**config.mk**
```make
export PLATFORM = sky130hd
export DESIGN_NAME = move_scheduler_flat
export DESIGN_NICKNAME = d
export VERILOG_FILES = /design/src/rtl/vga_pkg.sv /design/src/rtl/move_scheduler_if.sv /design/src/rtl/btn_conditioner.sv /design/src/rtl/move_scheduler.sv /design/src/flat_wrapper.sv
export SDC_FILE = /design/constraint.sdc
export NUM_CORES = 1
export LEC_CHECK = 0
export CAP_MARGIN = 10
export CORE_MARGIN = 3
export CORE_UTILIZATION = 39
export DETAILED_ROUTE_END_ITERATION = 12
export PLACE_DENSITY = 0.54
export RECOVER_POWER = 100
export SYNTH_ARGS = -nofsm -noshare
export SYNTH_HDL_FRONTEND = slang
export SYNTH_SLANG_ARGS = --single-unit
```
**constraint.sdc**
```tcl
create_clock -name clk_148Mhz -period 6.1 [get_ports clk_148Mhz]
set_input_delay 0.915 -clock clk_148Mhz [delete_from_list [all_inputs] [get_ports clk_148Mhz]]
set_output_delay 0.915 -clock clk_148Mhz [all_outputs]
set_load 0.01 [all_outputs]
```
**src/rtl/vga_pkg.sv**
```systemverilog
// rtl/vga_pkg.sv - shared VGA/1080p constants and move FSM state type
// Purpose: common types and constants for the pixel-domain blocks.
//   move_state_t       : per-direction move FSM state (IDLE, DELAY, REPEAT)
//   H_ACTIVE, V_ACTIVE : 1080p active area
//   DEF_*              : default debounce / auto-repeat timing at 148.5 MHz
package vga_pkg;

  typedef enum logic [1:0] {
    IDLE   = 2'd0,
    DELAY  = 2'd1,
    REPEAT = 2'd2
  } move_state_t;

  localparam int H_ACTIVE            = 1920;
  localparam int V_ACTIVE            = 1080;
  localparam int DEF_DEBOUNCE_CYCLES = 1485000;  // 10 ms of pixel clock
  localparam int DEF_REPEAT_DELAY    = 20;       // frames, first to second pulse
  localparam int DEF_REPEAT_PERIOD   = 4;        // frames between repeat pulses

endpackage

```
**src/rtl/move_scheduler_if.sv**
```systemverilog
// rtl/move_scheduler_if.sv - button/frame inputs and move pulse outputs of move_scheduler
// Purpose: bundles the scheduler's board-side inputs and position-side outputs.
//   btn_*_raw   : raw asynchronous buttons (master -> slave)
//   frame_start : VGA frame tick, rising edge acts (master -> slave)
//   enable      : 0 halts the scheduler (master -> slave)
//   move_*      : single-cycle move pulses (slave -> master)
// The scheduler is the slave; the board/timing side is the master.
interface move_scheduler_if;

  logic btn_l_raw;
  logic btn_r_raw;
  logic btn_u_raw;
  logic btn_d_raw;
  logic frame_start;
  logic enable;
  logic move_l;
  logic move_r;
  logic move_u;
  logic move_d;

  modport master (
    output btn_l_raw, btn_r_raw, btn_u_raw, btn_d_raw, frame_start, enable,
    input  move_l, move_r, move_u, move_d
  );

  modport slave (
    input  btn_l_raw, btn_r_raw, btn_u_raw, btn_d_raw, frame_start, enable,
    output move_l, move_r, move_u, move_d
  );

endinterface

```
**src/rtl/btn_conditioner.sv**
```systemverilog
// rtl/btn_conditioner.sv - button synchroniser, debouncer and press-pending flag
// Purpose: turns one raw bouncy button into a clean debounced level plus a
// flag remembering a press that has not yet been seen by a frame tick.
//   clk_148Mhz : pixel clock
//   reset      : asynchronous, active-high
//   raw        : raw asynchronous button
//   clr        : clears pending (frame tick or scheduler halted); wins over a new press
//   db         : debounced button level
//   pending    : a debounced press occurred since the last clr
module btn_conditioner #(
  parameter int DEBOUNCE_CYCLES = 1485000
) (
  input  logic clk_148Mhz,
  input  logic reset,
  input  logic raw,
  input  logic clr,
  output logic db,
  output logic pending
);

  localparam int CW = $clog2(DEBOUNCE_CYCLES + 1);

  logic          sync1, sync2;
  logic          db_q;
  logic [CW-1:0] cnt;

  always_ff @(posedge clk_148Mhz or posedge reset) begin
    if (reset) begin
      sync1   <= 1'b0;
      sync2   <= 1'b0;
      cnt     <= '0;
      db      <= 1'b0;
      db_q    <= 1'b0;
      pending <= 1'b0;
    end else begin
      sync1 <= raw;
      sync2 <= sync1;
      // cnt counts consecutive cycles the synchronised input has disagreed
      // with db; the last disagreeing cycle commits the new level.
      if (sync2 == db) begin
        cnt <= '0;
      end else if (cnt == CW'(DEBOUNCE_CYCLES - 1)) begin
        db  <= sync2;
        cnt <= '0;
      end else begin
        cnt <= cnt + CW'(1);
      end
      db_q <= db;
      // A press seen on a tick cycle is served by the FSM's db rule, so the
      // clear must win or the press would be counted twice.
      if (clr) begin
        pending <= 1'b0;
      end else if (db && !db_q) begin
        pending <= 1'b1;
      end
    end
  end

endmodule

```
**src/rtl/move_scheduler.sv**
```systemverilog
// rtl/move_scheduler.sv - frame-aligned move pulse scheduler with debounce and auto-repeat
// Purpose: conditions four direction buttons and issues at most one move
// pulse per direction per frame, with immediate step plus timed auto-repeat.
//   clk_148Mhz : pixel clock
//   reset      : asynchronous, active-high
//   bus        : move_scheduler_if.slave (buttons, frame_start, enable in; move_* out)
// Direction index: 0 = L, 1 = R, 2 = U, 3 = D.
module move_scheduler
  import vga_pkg::*;
#(
  parameter int DEBOUNCE_CYCLES = DEF_DEBOUNCE_CYCLES,
  parameter int REPEAT_DELAY    = DEF_REPEAT_DELAY,
  parameter int REPEAT_PERIOD   = DEF_REPEAT_PERIOD
) (
  input logic              clk_148Mhz,
  input logic              reset,
  move_scheduler_if.slave  bus
);

  // One counter serves both DELAY and REPEAT, so size it for the larger.
  localparam int MAXP = (REPEAT_DELAY > REPEAT_PERIOD) ? REPEAT_DELAY : REPEAT_PERIOD;
  localparam int CW   = $clog2(MAXP + 1);

  logic [3:0]    raw;
  logic [3:0]    db;
  logic [3:0]    pending;
  logic          fs_q;
  logic          tick;
  logic          clr;
  move_state_t   state    [4];
  move_state_t   state_nx [4];
  logic [CW-1:0] cnt      [4];
  logic [CW-1:0] cnt_nx   [4];
  logic [3:0]    want;
  logic [3:0]    emit;
  logic [3:0]    move_q;

  assign raw  = {bus.btn_d_raw, bus.btn_u_raw, bus.btn_r_raw, bus.btn_l_raw};
  assign tick = bus.frame_start && !fs_q;
  assign clr  = tick || !bus.enable;

  for (genvar g = 0; g < 4; g++) begin : g_btn
    btn_conditioner #(
      .DEBOUNCE_CYCLES (DEBOUNCE_CYCLES)
    ) u_btn (
      .clk_148Mhz (clk_148Mhz),
      .reset      (reset),
      .raw        (raw[g]),
      .clr        (clr),
      .db         (db[g]),
      .pending    (pending[g])
    );
  end

  // State register, frame_start edge register and registered move pulses.
  always_ff @(posedge clk_148Mhz or posedge reset) begin
    if (reset) begin
      fs_q   <= 1'b0;
      move_q <= '0;
      for (int i = 0; i < 4; i++) begin
        state[i] <= IDLE;
        cnt[i]   <= '0;
      end
    end else begin
      fs_q   <= bus.frame_start;
      move_q <= emit;
      for (int i = 0; i < 4; i++) begin
        state[i] <= state_nx[i];
        cnt[i]   <= cnt_nx[i];
      end
    end
  end

  // Next-state: FSMs move only on ticks; want[] is the unfiltered emit.
  always_comb begin
    for (int i = 0; i < 4; i++) begin
      state_nx[i] = state[i];
      cnt_nx[i]   = cnt[i];
      want[i]     = 1'b0;
      if (!bus.enable) begin
        state_nx[i] = IDLE;
        cnt_nx[i]   = '0;
      end else if (tick) begin
        if (pending[i]) begin
          want[i]     = 1'b1;
          state_nx[i] = DELAY;
          cnt_nx[i]   = CW'(1);
        end else begin
          case (state[i])
            IDLE: begin
              if (db[i]) begin
                want[i]     = 1'b1;
                state_nx[i] = DELAY;
                cnt_nx[i]   = CW'(1);
              end
            end
            DELAY: begin
              if (!db[i]) begin
                state_nx[i] = IDLE;
                cnt_nx[i]   = '0;
              end else if (cnt[i] == CW'(REPEAT_DELAY)) begin
                want[i]     = 1'b1;
                state_nx[i] = REPEAT;
                cnt_nx[i]   = CW'(1);
              end else begin
                cnt_nx[i] = cnt[i] + CW'(1);
              end
            end
            REPEAT: begin
              if (!db[i]) begin
                state_nx[i] = IDLE;
                cnt_nx[i]   = '0;
              end else if (cnt[i] == CW'(REPEAT_PERIOD)) begin
                want[i]   = 1'b1;
                cnt_nx[i] = CW'(1);
              end else begin
                cnt_nx[i] = cnt[i] + CW'(1);
              end
            end
            default: begin
              state_nx[i] = IDLE;
              cnt_nx[i]   = '0;
            end
          endcase
        end
      end
    end
  end

  // Output: opposing directions on the same tick cancel each other; the
  // FSMs above have already advanced as though both had fired.
  always_comb begin
    emit = want;
    if (want[0] && want[1]) emit[1:0] = 2'b00;
    if (want[2] && want[3]) emit[3:2] = 2'b00;
  end

  assign bus.move_l = move_q[0];
  assign bus.move_r = move_q[1];
  assign bus.move_u = move_q[2];
  assign bus.move_d = move_q[3];

endmodule

```
**src/flat_wrapper.sv**
```systemverilog
// flat-port wrapper written by rule: the top's interface ports become plain ports
module move_scheduler_flat import vga_pkg::*;
#(
  parameter int DEBOUNCE_CYCLES = DEF_DEBOUNCE_CYCLES,
  parameter int REPEAT_DELAY    = DEF_REPEAT_DELAY,
  parameter int REPEAT_PERIOD   = DEF_REPEAT_PERIOD
)
  (clk_148Mhz, reset, bus_btn_l_raw, bus_btn_r_raw, bus_btn_u_raw, bus_btn_d_raw, bus_frame_start, bus_enable, bus_move_l, bus_move_r, bus_move_u, bus_move_d);
  move_scheduler_if bus_i ();
  input logic clk_148Mhz;
  input logic reset;
  input wire logic [$bits(bus_i.btn_l_raw)-1:0] bus_btn_l_raw;
  input wire logic [$bits(bus_i.btn_r_raw)-1:0] bus_btn_r_raw;
  input wire logic [$bits(bus_i.btn_u_raw)-1:0] bus_btn_u_raw;
  input wire logic [$bits(bus_i.btn_d_raw)-1:0] bus_btn_d_raw;
  input wire logic [$bits(bus_i.frame_start)-1:0] bus_frame_start;
  input wire logic [$bits(bus_i.enable)-1:0] bus_enable;
  output wire logic [$bits(bus_i.move_l)-1:0] bus_move_l;
  output wire logic [$bits(bus_i.move_r)-1:0] bus_move_r;
  output wire logic [$bits(bus_i.move_u)-1:0] bus_move_u;
  output wire logic [$bits(bus_i.move_d)-1:0] bus_move_d;
  assign bus_i.btn_l_raw = bus_btn_l_raw;
  assign bus_i.btn_r_raw = bus_btn_r_raw;
  assign bus_i.btn_u_raw = bus_btn_u_raw;
  assign bus_i.btn_d_raw = bus_btn_d_raw;
  assign bus_i.frame_start = bus_frame_start;
  assign bus_i.enable = bus_enable;
  assign bus_move_l = bus_i.move_l;
  assign bus_move_r = bus_i.move_r;
  assign bus_move_u = bus_i.move_u;
  assign bus_move_d = bus_i.move_d;
  move_scheduler #(.DEBOUNCE_CYCLES(DEBOUNCE_CYCLES), .REPEAT_DELAY(REPEAT_DELAY), .REPEAT_PERIOD(REPEAT_PERIOD)) u_core (.clk_148Mhz(clk_148Mhz), .reset(reset), .bus(bus_i));
endmodule
```
# Word-level counts from Yosys, hierarchy flattened
# Index checks and enable logic that the tools add are counted.
# Widths: inputs -> output; s select.
totals:
  ff_bits: 137
  out_inout_bits: 4
  input_bits: 8
  wordCells: 239
op_classes:
  n_reduce_logical: 34
  n_addsub: 8
  bitwise: 4
  mux: 122
  eq_ne: 37
op_table:
  columns: ["op", "n"]
  rows:
  - ["$mux 21", 8]
  - ["$mux 5", 32]
  - ["$add 21x1->21 const B", 4]
  - ["$eq 21x21->1 const B", 4]
  - ["$mux 2", 30]
  - ["$pmux 5 s3", 4]
  - ["$mux 1", 40]
  - ["$ne 4x4->1 const B", 8]
  - ["$pmux 2 s3", 4]
  - ["$add 5x1->5 const B", 4]
  - ["$eq 5x3->1 const B", 4]
  - ["$eq 5x5->1 const B", 4]
  - ["$ne 5x4->1 const B", 4]
  - ["$reduce_and 2->1", 8]
  - ["$reduce_and 4->1", 4]
  - ["$pmux 1 s3", 4]
  - ["$eq 2x1->1 const B", 4]
  - ["$eq 2x2->1 const B", 4]
  - ["$logic_not 2->1", 4]
  - ["$reduce_bool 2->1", 4]
  - ["$logic_and 1x1->1", 7]
  - ["$logic_not 1->1", 6]
  - ["$eq 1x1->1", 4]
  - ["$not 1->1", 4]
  - ["2 further kinds", 2]

# Longest topological paths before layout
# Gate-level depths: netlist of run 1.
logic_depth:
  ltp_word: 9
  mapped_depth: 7
  mapped_depth_nobuf: 6

# Cells and area by module
# A second synthesis of run 1 with hierarchy kept.
hier_totals:
  hier_cells: 764
  area_unflattened_um2: 7355.8
by_module_without_submodules:
  columns: ["mod", "n_inst", "seq_area_each_um2", "cells_each", "area_per_inst_um2"]
  rows:
  - ["btn_conditioner", 4, 650.6, 126, 1229.9]
  - ["move_scheduler", 1, 825.8, 260, 2436.1]

# Worst setup path before layout of run 1
# No wires, ideal clock.
synth_path:
  path_type: "input -> register"
  from: "input port bus_enable"
  to: "register u_core.cnt[14] (netlist name)"
  path_stages: 5
  slack_ps: 3727
  n_path_buf: 1
  required_time_ps: 6018
  t_arrival_ps: 2291
  setup_ps: 82
  cell_sequence: "clkbuf_1 > nand3b_1 > a2111oi_2 > or3b_2 > a31oi_1"
synth_via:
  elab_chain_cells: 2
  word_cells_on_any_way: 4
  classes_between: "eq/ne: 2; mux: 1; reduce/logical: 1"
synth_lines:
  columns: ["element", "line", "rtl"]
  rows:
  - ["start, declared", "flat_wrapper.sv:17", "input wire logic [$bits(bus_i.enable)-1:0] bus_enable;"]
  - ["$ne 4x4->1 (no source line) / $ne 2x1->1 (equally long branches)", null, null]
  - ["$reduce_and 2->1 (no source line)", null, null]
  - ["end signal, assigned by index", "move_scheduler.sv:69", "cnt[i] <= cnt_nx[i];"]
  - ["end, declared", "move_scheduler.sv:32", "logic [CW-1:0] cnt [4];"]
# Several ways; a longest one is shown, not always the timed one.
# A chain may end at the register's enable or synchronous reset.

# Worst setup path after layout of run 1
# Same ends and word-level chain as after synthesis.

==> results.sh, run 1 <==
export IMPL_hold_path_class="flip-flop to flip-flop"
export IMPL_synthArstFlopShare=1.00
export IMPL_insertedDiodeCount=0
export IMPL_pre_cts_slack_ns=2.84
export IMPL_wl_met3_um=342
export IMPL_dp_cells=975
export IMPL_area_growth_syn_to_fin_pct=11.5
export IMPL_max_slew_worst_pin_slew_ns=1.30
export IMPL_clk_insertion_delay_late_ns=0.42
export IMPL_power_ir_vdd_worst_mv=0.223
export IMPL_synth_top_cell_area_share=0.465
export IMPL_instances_no_fill=1006
export IMPL_post_synth_num_cell_types=59
export IMPL_antenna_found_initial=0
export IMPL_post_cts_hold_buffer_count=0
export IMPL_clockRootBuffer="sky130_fd_sc_hd__clkbuf_16"
export IMPL_die_width_um=143
export IMPL_cts_resized_gates=0
export IMPL_final_fill_count=1742
export IMPL_drt_first_pass_iters=5
export IMPL_detail_route_wirelength_met1_um=7060
export IMPL_layout_core_utilization=0.450
export IMPL_run_status="complete, no violations"
export IMPL_finalHoldViolations=0
export IMPL_clkSlewWorstSetupHoldPaths_ns=0.06
export IMPL_grt_pass1_wl_um=25600
export IMPL_synth_adder_area_share=0.0543
export IMPL_avgViaCountPerCell=5.59
export IMPL_remaining_drc_errors=0
export IMPL_die_area_um2=20600
export IMPL_synth_yosys_seq_area_share=0.465
export IMPL_design_power_total_w=0.00205
export IMPL_yosys_top_cells_area="sky130_fd_sc_hd__dfrtp_1 47%, sky130_fd_sc_hd__ha_1 5.4%, sky130_fd_sc_hd__nor2_1 3.5%"
export IMPL_synth_top_flop_cell="sky130_fd_sc_hd__dfrtp_1"
export IMPL_layout_area_seq_um2=3430
export IMPL_num_cts_buffers=17
export IMPL_num_vias=5619
export IMPL_cp_max_fo=17
export IMPL_max_slew_margin=0.110
export IMPL_setup_repair_after_global_routing_missed_its_margin="false"
export IMPL_routedWlPerCell_um=14.6
export IMPL_first_global_vias=5501
export IMPL_period_minus_slack_ns=3.41
export IMPL_place_port_buffers=11
export IMPL_fin_tns_setup_ns=0
export IMPL_mappedNetlistArea_um2=7370
export IMPL_post_route_period_util=0.560
export IMPL_synth_compound_gate_area_share=0.137
export IMPL_routed_wl_um=14700
export IMPL_maximum_number_of_pins_on_one_net_before_global_route_repair=84
export IMPL_number_of_storage_elements_in_the_synthesis_netlist=137
export IMPL_synth_area_leader_cell="sky130_fd_sc_hd__dfrtp_1"
export IMPL_htreeDepth=4
export IMPL_grt_overflow=0
export IMPL_cp_end_kind="flip-flop"
export IMPL_multi_input_comb_area_um2=3630
export IMPL_antenna_violating_nets_remaining=0
export IMPL_timing_critical_path_required_ns=6.43
export IMPL_post_synth_and_or_nand_nor_area_fraction=0.221
export IMPL_ioPinCount=12
export IMPL_cts_tree="yes"
export IMPL_detailroute_wirelength_met2_um=7000
export IMPL_drt_initial_drc_count=372
export IMPL_detailed_place_hpwl_um=9940
export IMPL_pwrdens_nw_per_um2=249
export IMPL_post_synth_xor_area_fraction=0.0653
export IMPL_post_cts_buffers=0
export IMPL_critical_path_class="input pin to flip-flop"
export IMPL_finalClockSkew_ns=0.00643
export IMPL_design_core_area_um2=18300
export IMPL_syn_avg_cell_area_um2=9.70
export IMPL_place_gp_congestion=0.834
export IMPL_combinational_family_with_the_most_area_after_synthesis="simple AND/OR/NAND/NOR gates"
export IMPL_numClockSinks=137
export IMPL_number_of_synthesized_flops_with_an_enable_pin=0
export IMPL_highest_layer="met4"
export IMPL_die_height_um=143
export IMPL_syn_inst=760
export IMPL_initial_core_utilization=0.404
export IMPL_synthesis_nets=800
export IMPL_critPathArrivalTime_ns=3.75
export IMPL_layout_nets=805
export IMPL_grt_use_total=0.151
export IMPL_cap_violations=0
export IMPL_drv_slew=0
export IMPL_p_leak_nw=3.38
export IMPL_worst_setup_path_start_kind="input pin"
export IMPL_yosys_warnings=0
export IMPL_final_setup_viol_count=0
export IMPL_drive_above_1_share=0.0515
export IMPL_row_count=49
export IMPL_finalWorstSetupSlack_ns=2.69
export IMPL_cts_path_max_buffers=2
export IMPL_synth_mux_area_frac=0.0163
export IMPL_fmax_ghz=0.293
## path summary, 6_finish.rpt
kind	start	slack, ns	end	cells past startpoint
max in group asynchronous	reset	3.73	u_core.state[1]$_DFFE_PP0P_	3
hold reg to reg	u_core.g_btn[2].u_btn.sync1$_DFF_PP0_	0.35	u_core.g_btn[2].u_btn.sync2$_DFF_PP0_	0
setup / recovery	bus_enable	2.69	u_core.cnt[14]$_DFFE_PP0P_	5
hold / removal	u_core.g_btn[2].u_btn.sync1$_DFF_PP0_	0.35	u_core.g_btn[2].u_btn.sync2$_DFF_PP0_	0
setup reg to reg	u_core.g_btn[2].u_btn.cnt[12]$_DFF_PP0_	2.95	u_core.g_btn[2].u_btn.cnt[4]$_DFF_PP0_	5
min in group asynchronous	reset	1.13	u_core.g_btn[1].u_btn.cnt[11]$_DFF_PP0_	2
## report_power, final
group          switching (W)  internal (W)
combinational      0.0000853     0.0000438
sequential         0.0000136      0.000925
clock               0.000376      0.000606
## state kept, by name, summed over array words and instances (netlist names)
name	flops
u_core.state	8
u_core.g_btn.u_btn.db	4
u_core.g_btn.u_btn.sync1	4
u_core.g_btn.u_btn.cnt	84
u_core.fs_q	1
u_core.move_q	4
u_core.g_btn.u_btn.db_q	4
u_core.g_btn.u_btn.pending	4
u_core.cnt	20
u_core.g_btn.u_btn.sync2	4
## Yosys cell counts, types with 3 or more instances
| cell type | n |
|---|---|
| sky130_fd_sc_hd__dfrtp_1 | 137 |
| sky130_fd_sc_hd__a21o_1 | 8 |
| sky130_fd_sc_hd__clkbuf_1 | 27 |
| sky130_fd_sc_hd__nor3b_1 | 5 |
| sky130_fd_sc_hd__o22a_1 | 3 |
| sky130_fd_sc_hd__or3_1 | 21 |
| sky130_fd_sc_hd__o31ai_1 | 19 |
| sky130_fd_sc_hd__nor3_1 | 15 |
| sky130_fd_sc_hd__a31oi_1 | 9 |
| sky130_fd_sc_hd__a311oi_1 | 3 |
| sky130_fd_sc_hd__inv_1 | 48 |
| sky130_fd_sc_hd__nor4b_1 | 7 |
| sky130_fd_sc_hd__ha_1 | 32 |
| sky130_fd_sc_hd__nand3b_1 | 6 |
| sky130_fd_sc_hd__o21ai_0 | 38 |
| sky130_fd_sc_hd__nand4_1 | 16 |
| sky130_fd_sc_hd__o21a_1 | 4 |
| sky130_fd_sc_hd__and4_1 | 7 |
| sky130_fd_sc_hd__nand2_1 | 33 |
| sky130_fd_sc_hd__or4b_1 | 3 |
| sky130_fd_sc_hd__and3b_1 | 3 |
| sky130_fd_sc_hd__and2_1 | 7 |
| sky130_fd_sc_hd__xor2_1 | 26 |
| sky130_fd_sc_hd__a211oi_1 | 3 |
| sky130_fd_sc_hd__xnor2_1 | 29 |
| sky130_fd_sc_hd__o21bai_1 | 3 |
| sky130_fd_sc_hd__nor2_1 | 69 |
| sky130_fd_sc_hd__mux2i_1 | 6 |
| sky130_fd_sc_hd__or4_1 | 20 |
| sky130_fd_sc_hd__and3_1 | 9 |
| sky130_fd_sc_hd__a22o_1 | 7 |
| sky130_fd_sc_hd__nand2b_1 | 9 |
| sky130_fd_sc_hd__nor4_1 | 7 |
| sky130_fd_sc_hd__nand4b_1 | 4 |
| sky130_fd_sc_hd__a21oi_1 | 46 |
| sky130_fd_sc_hd__nand3_1 | 38 |
| sky130_fd_sc_hd__mux2_2 | 4 |
## stage by stage
stage / hold WS, ns / area [um2]
3_3_place_gp: 0.340 / 7690
6_report: 0.354 / 8220
3_5_place_dp: 0.336 / 7690
4_1_cts: 0.352 / 8250
5_1_grt: 0.360 / 8220
2_1_floorplan: 0.331 / 7370
## logic make-up (layout without fill, tap and decap cells)
family                   Yosys count  count (layout)
adder cells (fa/ha/maj)           32              32
AO/OA/AOI/OAI                    157             157
XOR/XNOR                          55              55
AND/OR/NAND/NOR                  291             291
flip-flops                       137             137
buffers and inverters             77              94
multiplexers                      11              11
## worst max-delay path, cell delays in order
cell and delay, ns:
sky130_fd_sc_hd__dlygate4sd3_1 0.91, sky130_fd_sc_hd__nand3b_1 0.20, sky130_fd_sc_hd__a2111oi_0 1.05, sky130_fd_sc_hd__or3b_2 0.50, sky130_fd_sc_hd__a31oi_1 0.17
## layer usage
metal,track usage,up-vias
met2,0.245,57
met3,0.0329,22
met1,0.197,2790
met5,0,-
li1,-,2750
met4,0.0624,0
## area by class of cell
cell class                 instances  area share
clock buffer                      22      0.0553
clock inverter                     9      0.0122
inverter                          48      0.0225
multi-input combinational        546       0.442
sequential                       137       0.417
tap                              229      0.0349
timing repair buffer              15      0.0157
## cells in the final DEF (no fill, tap or decap), drive strengths merged, types with 8 or more instances in the layout
| cell type | n |
|---|---|
| nand2 | 33 |
| xnor2 | 29 |
| or3 | 21 |
| o21ai | 38 |
| nand2b | 9 |
| and3 | 10 |
| dlygate4sd3 | 11 |
| dfrtp | 137 |
| o31ai | 19 |
| nand4 | 16 |
| a31oi | 9 |
| ha | 32 |
| nor3 | 15 |
| nand3 | 38 |
| inv | 48 |
| xor2 | 26 |
| a21o | 8 |
| nor2 | 69 |
| clkbuf | 25 |
| or4 | 22 |
| a21oi | 46 |
Note: power is estimated with default switching activity, not from simulation.
==> run 2, diff against run 1 <==
Settings changed: PLACE_DENSITY 0.54 to 0.56.
Clock period 6.1 ns to 3 ns, I/O delays scaled along.
==> run 2 against run 1 <==
Net effect:
- the run now ends with capacitance limit, slew limit left
- combinational power grew 110%
- sequential power grew 100%
- global-route usage grew 0.092 points
- via count shrank 0.25%
- critical path type is now flip-flop to flip-flop
- first-iteration DRC count grew 0.54%
- register-to-register slack lost 2.4 ns
- clock power grew 150%
- worst setup slack lost 2.2 ns
- critical path depth is the same
- final cell count grew 0.60%
- clock skew grew 0.0016 ns
==> results.sh, run 2 (synthesis results as in run 1) <==
export IMPL_htreeDepth=4
export IMPL_avgViaCountPerCell=5.54
export IMPL_max_slew_margin=-0.258
export IMPL_area_growth_syn_to_fin_pct=13.3
export IMPL_r2r_end="u_core.g_btn[1].u_btn.cnt[4]$_DFF_PP0_"
export IMPL_largest_reg_flops=84
export IMPL_post_cts_buffers=0
export IMPL_post_route_period_util=0.827
export IMPL_antenna_found_initial=0
export IMPL_final_cell_mix="137 x sky130_fd_sc_hd__dfrtp_1, 69 x sky130_fd_sc_hd__nor2_1, 47 x sky130_fd_sc_hd__inv_1, 46 x sky130_fd_sc_hd__a21oi_1"
export IMPL_antenna_violating_nets_remaining=0
export IMPL_run_status="complete, but fails checks"
export IMPL_hold_path_end="u_core.g_btn[2].u_btn.sync2$_DFF_PP0_"
export IMPL_max_slew_worst_pin_slew_ns=1.89
export IMPL_fmax_ghz=0.403
export IMPL_grt_overflow=0
export IMPL_grt_use_total=0.152
export IMPL_first_global_vias=5591
export IMPL_die_height_um=143
export IMPL_cap_violations=1
export IMPL_clk_insertion_delay_late_ns=0.43
export IMPL_cts_tree="yes"
export IMPL_final_fill_count=1696
export IMPL_drv_slew=138
export IMPL_cts_resized_gates=0
export IMPL_post_cts_hold_buffer_count=0
export IMPL_drt_initial_drc_count=374
export IMPL_initial_core_utilization=0.404
export IMPL_clkSlewWorstSetupHoldPaths_ns=0.06
export IMPL_layout_core_utilization=0.457
export IMPL_detailed_place_hpwl_um=9760
export IMPL_drt_first_pass_iters=5
export IMPL_critPathArrivalTime_ns=2.77
export IMPL_routedWlPerCell_um=14.4
export IMPL_final_setup_viol_count=0
export IMPL_worst_r2r_setup_slack_ns=0.52
export IMPL_die_width_um=143
export IMPL_power_ir_vdd_worst_mv=0.373
export IMPL_period_minus_slack_ns=2.48
export IMPL_place_port_buffers=11
export IMPL_top_register_by_number_of_flip_flops="u_core.g_btn.u_btn.cnt"
export IMPL_largest_registers="u_core.g_btn.u_btn.cnt: 84 flops, u_core.cnt: 20 flops, u_core.state: 8 flops"
export IMPL_setup_repair_after_global_routing_missed_its_margin="false"
export IMPL_routed_wl_um=14500
export IMPL_grt_pass1_wl_um=25800
export IMPL_insertedDiodeCount=0
export IMPL_cts_path_max_buffers=2
export IMPL_num_cts_buffers=17
export IMPL_place_gp_congestion=0.881
export IMPL_ioPinCount=12
export IMPL_drive_above_1_share=0.0549
export IMPL_design_power_total_w=0.00459
export IMPL_hold_ws_ns=0.352
export IMPL_remaining_drc_errors=0
export IMPL_pwrdens_nw_per_um2=550
export IMPL_worst_setup_path_start_kind="flip-flop"
export IMPL_maximum_number_of_pins_on_one_net_before_global_route_repair=138
export IMPL_timing_critical_path_required_ns=3.29
export IMPL_die_area_um2=20600
export IMPL_layout_cells_most_common="sky130_fd_sc_hd__dfrtp_1"
export IMPL_finalClockSkew_ns=0.00802
export IMPL_finalHoldViolations=0
export IMPL_violations="capacitance limit, slew limit"
export IMPL_num_vias=5605
export IMPL_holdPathStages=0
export IMPL_p_leak_nw=3.42
export IMPL_hold_path_class="flip-flop to flip-flop"
export IMPL_design_core_area_um2=18300
export IMPL_rr_startpoint="u_core.g_btn[1].u_btn.cnt[12]$_DFF_PP0_"
export IMPL_layout_nets=810
export IMPL_critical_path_class="flip-flop to flip-flop"
export IMPL_row_count=49
export IMPL_cp_end_kind="flip-flop"
export IMPL_worstRegToRegCells=5
export IMPL_clockRootBuffer="sky130_fd_sc_hd__clkbuf_16"
export IMPL_numClockSinks=137
export IMPL_hp_start="u_core.g_btn[2].u_btn.sync1$_DFF_PP0_"
export IMPL_fin_tns_setup_ns=0
export IMPL_cp_max_fo=10
run 2: worst max-delay path by stage:
stage / start / slack [ns] / end
floorplan: u_core.g_btn[1].u_btn.cnt[12]$_DFF_PP0_ / 0.70 / u_core.g_btn[1].u_btn.db$_DFFE_PP0P_
global placement: bus_enable / 0.59 / u_core.cnt[14]$_DFFE_PP0P_
detailed placement: bus_enable / 0.59 / u_core.cnt[14]$_DFFE_PP0P_
CTS: u_core.g_btn[1].u_btn.cnt[12]$_DFF_PP0_ / 0.63 / u_core.g_btn[1].u_btn.db$_DFFE_PP0P_
global route: reset / 0.36 / u_core.cnt[10]$_DFFE_PP0P_
finish: u_core.g_btn[1].u_btn.cnt[12]$_DFF_PP0_ / 0.52 / u_core.g_btn[1].u_btn.cnt[4]$_DFF_PP0_
run 2: stage by stage:
stage                     setup WS, ns  area (um2)  instances
after detailed placement         0.592        7740        980
after floorplan                  0.698        7380        760
after global routing             0.357        8350       1012
after CTS                        0.630        8430       1012
final                            0.520        8350       1012
after global placement           0.595        7740        980
run 2: power by group:
group / switching [W] / internal, W / total [W]
registers: 0.0000282 / 0.00188 / 0.00191
clock network: 0.000791 / 0.00162 / 0.00241
logic: 0.000177 / 0.0000890 / 0.000266
total: 0.000996 / 0.00359 / 0.00459
run 2: layout make-up:
| type | instances | area (um2) | share of cell area |
|---|---|---|---|
| Tap cell | 229 | 287 | 0.0343 |
| Clock inverter | 11 | 216 | 0.0259 |
| Inverter | 48 | 184 | 0.0220 |
| Timing Repair Buffer | 20 | 148 | 0.0177 |
| Multi-Input combinational cell | 546 | 3620 | 0.433 |
| Sequential cell | 137 | 3430 | 0.411 |
| Clock buffer | 21 | 470 | 0.0563 |
run 2: routing by layer:
metal  wire, um  GRT usage  part of all wire
met4        210     0.0619             0.014
met3        512     0.0359             0.035
met1       7050      0.201              0.48
met5          0          0                 0
met2       6780      0.242              0.47
run 2: critical path, cell delays in order (launching register included):
cell and delay [ns]:
sky130_fd_sc_hd__dfrtp_1 0.40, sky130_fd_sc_hd__or4b_1 0.52, sky130_fd_sc_hd__or4_1 0.51, sky130_fd_sc_hd__o41ai_1 0.41
sky130_fd_sc_hd__clkbuf_1 0.40, sky130_fd_sc_hd__nor2_1 0.10
